<file path="src/rtl/if_stage_if.sv">
// Bundle of the fetch stage's control, operand, instruction-memory and IF/ID signals.
// The master side is the fetch stage; the slave side is the surrounding pipeline.
interface if_stage_if;
    logic [1:0]  pc_src;
    logic        if_flush;
    logic        stall;
    logic [31:0] id_pc4;
    logic [31:0] id_simm;
    logic [25:0] id_target;
    logic [31:0] id_rs;
    logic [31:0] imem_rdata;
    logic [31:0] imem_addr;
    logic [31:0] if_id_instr;
    logic [31:0] if_id_pc4;
    logic        if_id_valid;
    logic        addr_err;
    logic [15:0] flush_count;

    modport master (
        input  pc_src, if_flush, stall, id_pc4, id_simm, id_target, id_rs, imem_rdata,
        output imem_addr, if_id_instr, if_id_pc4, if_id_valid, addr_err, flush_count
    );

    modport slave (
        output pc_src, if_flush, stall, id_pc4, id_simm, id_target, id_rs, imem_rdata,
        input  imem_addr, if_id_instr, if_id_pc4, if_id_valid, addr_err, flush_count
    );
endinterface

</file>
<file path="src/rtl/if_stage.sv">
// MIPS instruction-fetch stage: program counter, next-PC selection from the ID
// branch unit, and the IF/ID pipeline register.
module if_stage #(
    parameter logic [31:0] RESET_PC = 32'h0000_0000
) (
    input  logic          clk,
    input  logic          rst_n,
    if_stage_if.master    bus
);

    logic [31:0] pc;
    logic [31:0] pc_plus4;
    logic [31:0] next_pc;
    logic        jr_misaligned;
    logic [31:0] if_id_instr;
    logic [31:0] if_id_pc4;
    logic        if_id_valid;
    logic        addr_err;
    logic [15:0] flush_count;

    assign pc_plus4      = pc + 32'd4;
    assign jr_misaligned = (bus.pc_src == 2'b11) && (bus.id_rs[1:0] != 2'b00);

    // Branch offset is the word offset scaled to bytes; all sums wrap at 2^32.
    always_comb begin
        next_pc = pc_plus4;
        case (bus.pc_src)
            2'b00: next_pc = pc_plus4;
            2'b01: next_pc = {bus.id_pc4[31:28], bus.id_target, 2'b00};
            2'b10: next_pc = bus.id_pc4 + {bus.id_simm[29:0], 2'b00};
            2'b11: next_pc = {bus.id_rs[31:2], 2'b00};
            default: next_pc = pc_plus4;
        endcase
    end

    // Stall freezes everything except the error pulse, which always falls back to 0.
    always_ff @(posedge clk) begin
        if (!rst_n) begin
            pc          <= RESET_PC;
            if_id_instr <= 32'd0;
            if_id_pc4   <= 32'd0;
            if_id_valid <= 1'b0;
            addr_err    <= 1'b0;
            flush_count <= 16'd0;
        end else if (bus.stall) begin
            addr_err <= 1'b0;
        end else begin
            pc       <= next_pc;
            addr_err <= jr_misaligned;
            if (bus.if_flush) begin
                if_id_instr <= 32'd0;
                if_id_pc4   <= 32'd0;
                if_id_valid <= 1'b0;
                if (flush_count != 16'hFFFF) begin
                    flush_count <= flush_count + 16'd1;
                end
            end else begin
                if_id_instr <= bus.imem_rdata;
                if_id_pc4   <= pc_plus4;
                if_id_valid <= 1'b1;
            end
        end
    end

    assign bus.imem_addr   = pc;
    assign bus.if_id_instr = if_id_instr;
    assign bus.if_id_pc4   = if_id_pc4;
    assign bus.if_id_valid = if_id_valid;
    assign bus.addr_err    = addr_err;
    assign bus.flush_count = flush_count;

endmodule

</file>
<file path="src/flat_wrapper.sv">
// flat-port wrapper written by rule: the top's interface ports become plain ports
module if_stage_flat 
#(
    parameter logic [31:0] RESET_PC = 32'h0000_0000
)
  (clk, rst_n, bus_pc_src, bus_if_flush, bus_stall, bus_id_pc4, bus_id_simm, bus_id_target, bus_id_rs, bus_imem_rdata, bus_imem_addr, bus_if_id_instr, bus_if_id_pc4, bus_if_id_valid, bus_addr_err, bus_flush_count);
  if_stage_if bus_i ();
  input  logic clk;
  input  logic rst_n;
  input wire logic [$bits(bus_i.pc_src)-1:0] bus_pc_src;
  input wire logic [$bits(bus_i.if_flush)-1:0] bus_if_flush;
  input wire logic [$bits(bus_i.stall)-1:0] bus_stall;
  input wire logic [$bits(bus_i.id_pc4)-1:0] bus_id_pc4;
  input wire logic [$bits(bus_i.id_simm)-1:0] bus_id_simm;
  input wire logic [$bits(bus_i.id_target)-1:0] bus_id_target;
  input wire logic [$bits(bus_i.id_rs)-1:0] bus_id_rs;
  input wire logic [$bits(bus_i.imem_rdata)-1:0] bus_imem_rdata;
  output wire logic [$bits(bus_i.imem_addr)-1:0] bus_imem_addr;
  output wire logic [$bits(bus_i.if_id_instr)-1:0] bus_if_id_instr;
  output wire logic [$bits(bus_i.if_id_pc4)-1:0] bus_if_id_pc4;
  output wire logic [$bits(bus_i.if_id_valid)-1:0] bus_if_id_valid;
  output wire logic [$bits(bus_i.addr_err)-1:0] bus_addr_err;
  output wire logic [$bits(bus_i.flush_count)-1:0] bus_flush_count;
  assign bus_i.pc_src = bus_pc_src;
  assign bus_i.if_flush = bus_if_flush;
  assign bus_i.stall = bus_stall;
  assign bus_i.id_pc4 = bus_id_pc4;
  assign bus_i.id_simm = bus_id_simm;
  assign bus_i.id_target = bus_id_target;
  assign bus_i.id_rs = bus_id_rs;
  assign bus_i.imem_rdata = bus_imem_rdata;
  assign bus_imem_addr = bus_i.imem_addr;
  assign bus_if_id_instr = bus_i.if_id_instr;
  assign bus_if_id_pc4 = bus_i.if_id_pc4;
  assign bus_if_id_valid = bus_i.if_id_valid;
  assign bus_addr_err = bus_i.addr_err;
  assign bus_flush_count = bus_i.flush_count;
  if_stage #(.RESET_PC(RESET_PC)) u_core (.clk(clk), .rst_n(rst_n), .bus(bus_i));
endmodule
</file>
<file path="config.mk">
export PLATFORM = sky130hd
export DESIGN_NAME = if_stage_flat
export DESIGN_NICKNAME = d
export VERILOG_FILES = /design/src/rtl/if_stage_if.sv /design/src/rtl/if_stage.sv /design/src/flat_wrapper.sv
export SDC_FILE = /design/constraint.sdc
export NUM_CORES = 1
export LEC_CHECK = 0
export ABC_CLOCK_PERIOD_IN_PS = 3900
export CORE_UTILIZATION = 44
export DETAILED_ROUTE_END_ITERATION = 10
export GPL_ROUTABILITY_DRIVEN = 0
export MAX_ROUTING_LAYER = met4
export PLACE_DENSITY = 0.82
export SYNTH_ARGS = -nofsm -noshare
export SYNTH_HDL_FRONTEND = slang
export SYNTH_SLANG_ARGS = --single-unit
</file>
<file path="constraint.sdc">
create_clock -name clk -period 3.9 [get_ports clk]
set_input_delay 1.17 -clock clk [delete_from_list [all_inputs] [get_ports clk]]
set_output_delay 1.17 -clock clk [all_outputs]
set_load 0.01 [all_outputs]
</file>
==> results of run 1 <==
-- cells in the mapped netlist (18+ instances only) --
master	number
dfxtp_1	114
nand2_1	83
a21oi_1	60
nor2_1	54
o21ai_0	53
clkbuf_1	41
a22o_1	40
xor2_1	33
ha_1	31
nand3_1	27
xnor2_1	27
a21o_1	19
nor2b_1	18
-- where the power goes --
group          internal [W]  switching (W)
clock               0.00107       0.000530
sequential          0.00122      0.0000572
combinational      0.000453       0.000372
total               0.00274       0.000959
-- layer usage --
| layer | wire length [um] | global-route usage (%) | up-vias | part of all wire, % |
|---|---|---|---|---|
| li1 | - | - | 3402 | - |
| met1 | 9490 | 36.5 | 3282 | 43 |
| met2 | 10600 | 47.3 | 317 | 48 |
| met3 | 1480 | 5.46 | 42 | 6.7 |
| met4 | 607 | 10.6 | 0 | 2.7 |
| met5 | 0 | - | - | 0 |
-- worst max-delay path, delay by kind of cell --
family / cells / cell delay (ns)
xor+xnor: 1 / 0.11
compound gates: 4 / 0.76
fa+ha+maj: 2 / 0.57
buf+inv: 2 / 0.53
simple gates: 2 / 0.40
mux: 1 / 0.48
-- repair_timing --
action | CTS | global route
endpoints found under the hold margin | 0 | 0
gates resized for setup | 0 | 1
setup endpoints to repair | 0 | 2
-- flip-flops by register name, indices dropped and copies added (netlist names) --
signal                  flops
u_core.bus.if_id_instr     32
u_core.bus.if_id_pc4       32
u_core.bus.imem_addr       32
u_core.bus.flush_count     16
u_core.bus.addr_err         1
u_core.bus.if_id_valid      1
-- cell type report --
| class | instances | area, um2 | area share, % |
|---|---|---|---|
| Clock inverter | 10 | 130 | 1.27 |
| Clock buffer | 22 | 484 | 4.71 |
| Multi-Input combinational cell | 603 | 4110 | 40.0 |
| Sequential cell | 114 | 2280 | 22.2 |
| Timing Repair Buffer | 306 | 2980 | 29.0 |
| Tap cell | 184 | 230 | 2.24 |
| Inverter | 15 | 56.3 | 0.548 |
-- worst min-delay path by stage --
| stage | cells after the start | startpoint | end |
|---|---|---|---|
| detailed placement | 2 | u_core.bus.if_id_pc4[29] | u_core.bus.if_id_pc4[29] |
| CTS | 2 | u_core.bus.if_id_pc4[31] | u_core.bus.if_id_pc4[31] |
| global placement | 2 | u_core.bus.if_id_pc4[26] | u_core.bus.if_id_pc4[26] |
| finish | 2 | u_core.bus.if_id_pc4[5] | u_core.bus.if_id_pc4[5] |
| floorplan | 2 | u_core.bus.if_id_valid | u_core.bus.if_id_valid |
| global route | 1 | u_core.bus.if_id_instr[9] | u_core.bus.if_id_instr[9] |
-- layout by cell type (no fill, tap or decap), drive strengths merged, types with 6 or more instances in the layout --
cell type,n
mux4,10
nor2,54
a21o,19
nand4,13
clkdlybuf4s50,270
o21ai,56
xnor2,27
inv,15
nand3,27
ha,31
buf,36
a21oi,60
a211oi,7
and3,14
mux2i,11
nor3,11
a22oi,10
clkbuf,22
xor2,33
nand2,84
nand2b,6
a21boi,7
nor2b,18
dfxtp,114
a22o,40
-- metrics by stage --
step	utilization (%)	area, um2
2_1_floorplan	-	6610
3_3_place_gp	66.2	9660
3_5_place_dp	66.2	9660
4_1_cts	70.4	10300
5_1_grt	70.4	10300
6_report	70.4	10300
-- cells by family after synthesis --
group | count (synthesis) | synth area share, %
buf+inv | 60 | 3.48
xor+xnor | 60 | 7.95
simple gates | 246 | 17.9
mux | 22 | 5.25
flops | 114 | 34.5
compound gates | 243 | 24.7
fa+ha+maj | 32 | 6.17
==> results.toml, run 1 <==
[yosys]
netlist.area_leader.share_pct = 34.5
synth.net_count = 969
async_flop_share_pct = 0
synth_edf_count = 0
avgSynthCellArea_um2 = 8.50
synthFlopType = "dfxtp_1"
synthCells = 777
yosysTopAreaCell = "dfxtp_1"
yosysWarnings = 0
synthTopCellsByArea = "dfxtp_1 (35%), ha_1 (5.9%), a22o_1 (5.3%), nand2_1 (4.7%), a21oi_1 (4.5%)"
yosysSeqAreaShare_pct = 34.5
ys_seq_elements = 114
yosysUniqueCellTypes = 64
syn_area_um2 = 6610

[place]
dp.cells = 1222
place_ws_ns = -0.194
port_buffers = 271
dp_hpwl_um = 16700

[clock_tree]
clock_sinks = 114
htreeDepth = 4
tritoncts = "yes"
cts_inserted_buffers = 17
cts_buffer_depth = 2
ctsHoldBuffers = 0
clockRootBuffer = "clkbuf_16"
clk_latency_ns = 0.41
path_clk_slew_ns = 0.05
cts_setup_buffers = 0

[power]
p_leak_nw = 4.05
powerDensity_nw_per_um2 = 359
power_w = 0.00369
vdd_drop_max_v = 0.000240

[setup_path]
r2r_start = "u_core.bus.imem_addr[4]"
reg2reg_to = "u_core.bus.imem_addr[31]"
worstPathCellList = "clkdlybuf4s50_1, ha_1, inv_1, fa_1, nand2b_1, a21oi_1, o2111ai_2, nand4_1, a21o_1, xor2_1, mux4_2, a22o_1"
ff2ff_path_depth = 9
endpoint = "u_core.bus.imem_addr[22]"
startpoint = "bus_id_simm[0]"
critPathRequiredTime_ns = 4.20
start_kind = "input port"
critPathCaptureType = "flop"
slowest_stage = "mux4_2"
cp.arrival_ns = 4.02
r2r_setup_slack_ns = 1.15
cpPeakStageDelay_ns = 0.48
critPathMaxFanout = 3
crit_type = "input port to flop"

[floorplanning]
die-area_um2 = 15500
chipWidth_um = 125
fp-row-count = 44
die_h_um = 125
start_util_pct = 45.3
core_area_um2 = 14600
io_pins = 274

[sta]
slew_headroom_pct = 52.8
fin_tns_setup_ns = 0
fmaxAchievable_ghz = 0.269
tightest_slew_ns = 0.706
hold_violations = 0
final_max_slew_viol_count = 0
rsz0062_at_grt = "no"
setup_violations = 0
fin_crit_ns = 3.72
clock_skew_ns = 0.0127
min_period_over_period_pct = 95.4
whs_ns = 0.452
fin_ws_ns = 0.177

[job]
drv_cap = 0

[global_routing]
grt_max_degree = 54
grt-ovfl-total = 0
grt_pass1_vias = 6636
grt_antenna_before_repair = 0
grt_first_pass_wirelength_um = 35100
grtUsageTotal_pct = 29.3

[outcome]
status = "completed"

[layout]
antenna_cells = 0
layout.nets = 1249
drive_gt1_share_pct = 8.60
final_cells = 1254
areaGrowthSynthToFinish_pct = 55.5
n_fill_cell = 1156

[routing]
drc = 0
vias = 7043
ant_nets = 0
drt_first_pass_iters = 5
drt-initial-drc-count = 543
drt_wl_total_um = 22200
vias_per_cell = 5.62
routedWlPerCell_um = 17.7

[min_path]
hold_path.class = "flop to flop"
Note: power is estimated with default switching activity, not from simulation.
==> run 2, diff against run 1 <==
Settings changed: SLEW_MARGIN set to 20.
==> results of run 2 <==
Final layout, timing and power as in run 1 (identical DEF).
==> run 3, diff against run 2 <==
Settings changed: GPL_TIMING_DRIVEN set to 0.
==> results.toml, run 3 (synthesized netlist as in run 1, its figures left out) <==
[layout]
layout.nets = 1256
regArea_um2 = 2280
areaGrowthSynthToFinish_pct = 52.9
utilization_pct = 69.3
multi_input_area_um2 = 4100
drive_gt1_share_pct = 5.20
final_common_cell = "clkdlybuf4s50_1"
n_fill_cell = 1180
final_cell_mix = "clkdlybuf4s50_1 (267), dfxtp_1 (114), nand2_1 (83)"
antenna_cells = 0

[global_routing]
grt_pass1_vias = 6821
grt-ovfl-total = 0
grtUsageTotal_pct = 31.1
grt_antenna_before_repair = 0
grt_first_pass_wirelength_um = 36900
grt_max_degree = 17

[setup_path]
slowest_stage = "mux4_2"
startpoint = "bus_id_simm[0]"
reg2reg_to = "u_core.bus.imem_addr[26]"
crit_type = "input port to flop"
critPathMaxFanout = 3
endpoint = "u_core.bus.imem_addr[22]"
path_delay_family = "compound AO/OA/AOI/OAI gates"
worstPathCellList = "clkdlybuf4s50_1, ha_1, inv_1, fa_1, nand2b_1, a21oi_1, o2111ai_1, nand4_1, a21o_1, xor2_1, mux4_2, a22o_1"
critPathCaptureType = "flop"
start_kind = "input port"
cp.arrival_ns = 4.08
worstPathBufferInverterCount = 2
r2r_start = "u_core.bus.imem_addr[2]"
ff2ff_path_depth = 9
cpPeakStageDelay_ns = 0.47
r2r_setup_slack_ns = 0.73
critPathRequiredTime_ns = 4.20
path_depth = 12

[sta]
fin_ws_ns = 0.114
setup_violations = 0
tightest_slew_ns = 0.898
min_period_over_period_pct = 97.1
clock_skew_ns = 0.00853
hold_violations = 0
slew_headroom_pct = 39.7
fin_crit_ns = 3.79
rsz0062_at_grt = "no"
final_max_slew_viol_count = 0
fmaxAchievable_ghz = 0.264

[clock_tree]
post_cts_resized = 0
tritoncts = "yes"
htreeDepth = 4
clk_latency_ns = 0.42
path_clk_slew_ns = 0.05
clock_sinks = 114
cts_buffer_depth = 2
cts_inserted_buffers = 17
clockRootBuffer = "clkbuf_16"

[routing]
vias_per_cell = 5.78
drc = 0
vias = 7288
routedWlPerCell_um = 19.0
drt-initial-drc-count = 582
ant_nets = 0
drt_wl_total_um = 23900
drt_first_pass_iters = 6

[power]
p_leak_nw = 3.91
powerDensity_nw_per_um2 = 359
vdd_drop_max_v = 0.000320

[job]
drv_cap = 0

[place]
place_ws_ns = -0.257
port_buffers = 267
dp_hpwl_um = 18600

[outcome]
status = "completed"

[floorplanning]
chipWidth_um = 125
core_area_um2 = 14600
fp-row-count = 44
io_pins = 274
die_h_um = 125
start_util_pct = 45.3
die-area_um2 = 15500

[min_path]
min_delay_path_depth = 2
hold_path.class = "flop to flop"
run 3: worst min path at each step:
stage                                       from                endpoint  slack [ns]
after global routing      u_core.bus.if_id_valid  u_core.bus.if_id_valid        0.48
final                     u_core.bus.if_id_valid  u_core.bus.if_id_valid        0.44
after CTS                 u_core.bus.if_id_valid  u_core.bus.if_id_valid        0.44
after global placement    u_core.bus.if_id_valid  u_core.bus.if_id_valid        0.43
after floorplan           u_core.bus.if_id_valid  u_core.bus.if_id_valid        0.47
after detailed placement  u_core.bus.if_id_valid  u_core.bus.if_id_valid        0.43
run 3: stage by stage:
step	area [um2]	power, W	setup TNS (ns)	cells	hold slack [ns]
6_report	10100	0.00363	0	1260	0.438
5_1_grt	10100	0.00375	0	1260	0.483
3_3_place_gp	9510	0.00208	-1.63	1228	0.429
2_1_floorplan	6610	0.00169	0	777	0.467
3_5_place_dp	9510	0.00209	-1.83	1228	0.434
4_1_cts	10100	0.00361	0	1259	0.442
run 3: final cells by class:
class | instances | share of cell area [%]
Multi-Input combinational cell | 603 | 40.5
Timing Repair Buffer | 268 | 26.5
Sequential cell | 114 | 22.6
Clock buffer | 21 | 4.75
Tap cell | 184 | 2.28
Buffer | 45 | 1.72
Clock inverter | 10 | 1.06
Inverter | 15 | 0.557
run 3: report_power, final:
part	switching [W]	internal (W)
logic	0.000389	0.000426
registers	0.0000550	0.00122
clock network	0.000543	0.000996
total	0.000987	0.00264
run 3: per-layer routing:
layer | GRT usage [%] | routed length, um
met1 | 37.7 | 9690
met2 | 49.7 | 11300
met3 | 6.92 | 2140
met4 | 13.0 | 854
met5 | - | 0
run 3: what timing repair did:
action                     CTS  global route
buffers inserted             0             1
setup endpoints to repair    0             1
hold buffers                 0             0
run 3: worst reg2reg max path, cell delays in order, from the launching register on:
cell and delay, ns:
dfxtp_1 0.53, ha_1 0.32, nand4_1 0.17, nor3_1 0.77
and3_1 0.38, nand3_1 0.12, xor2_1 0.29, nand2_1 0.10
a221oi_1 0.28, a21oi_1 0.11
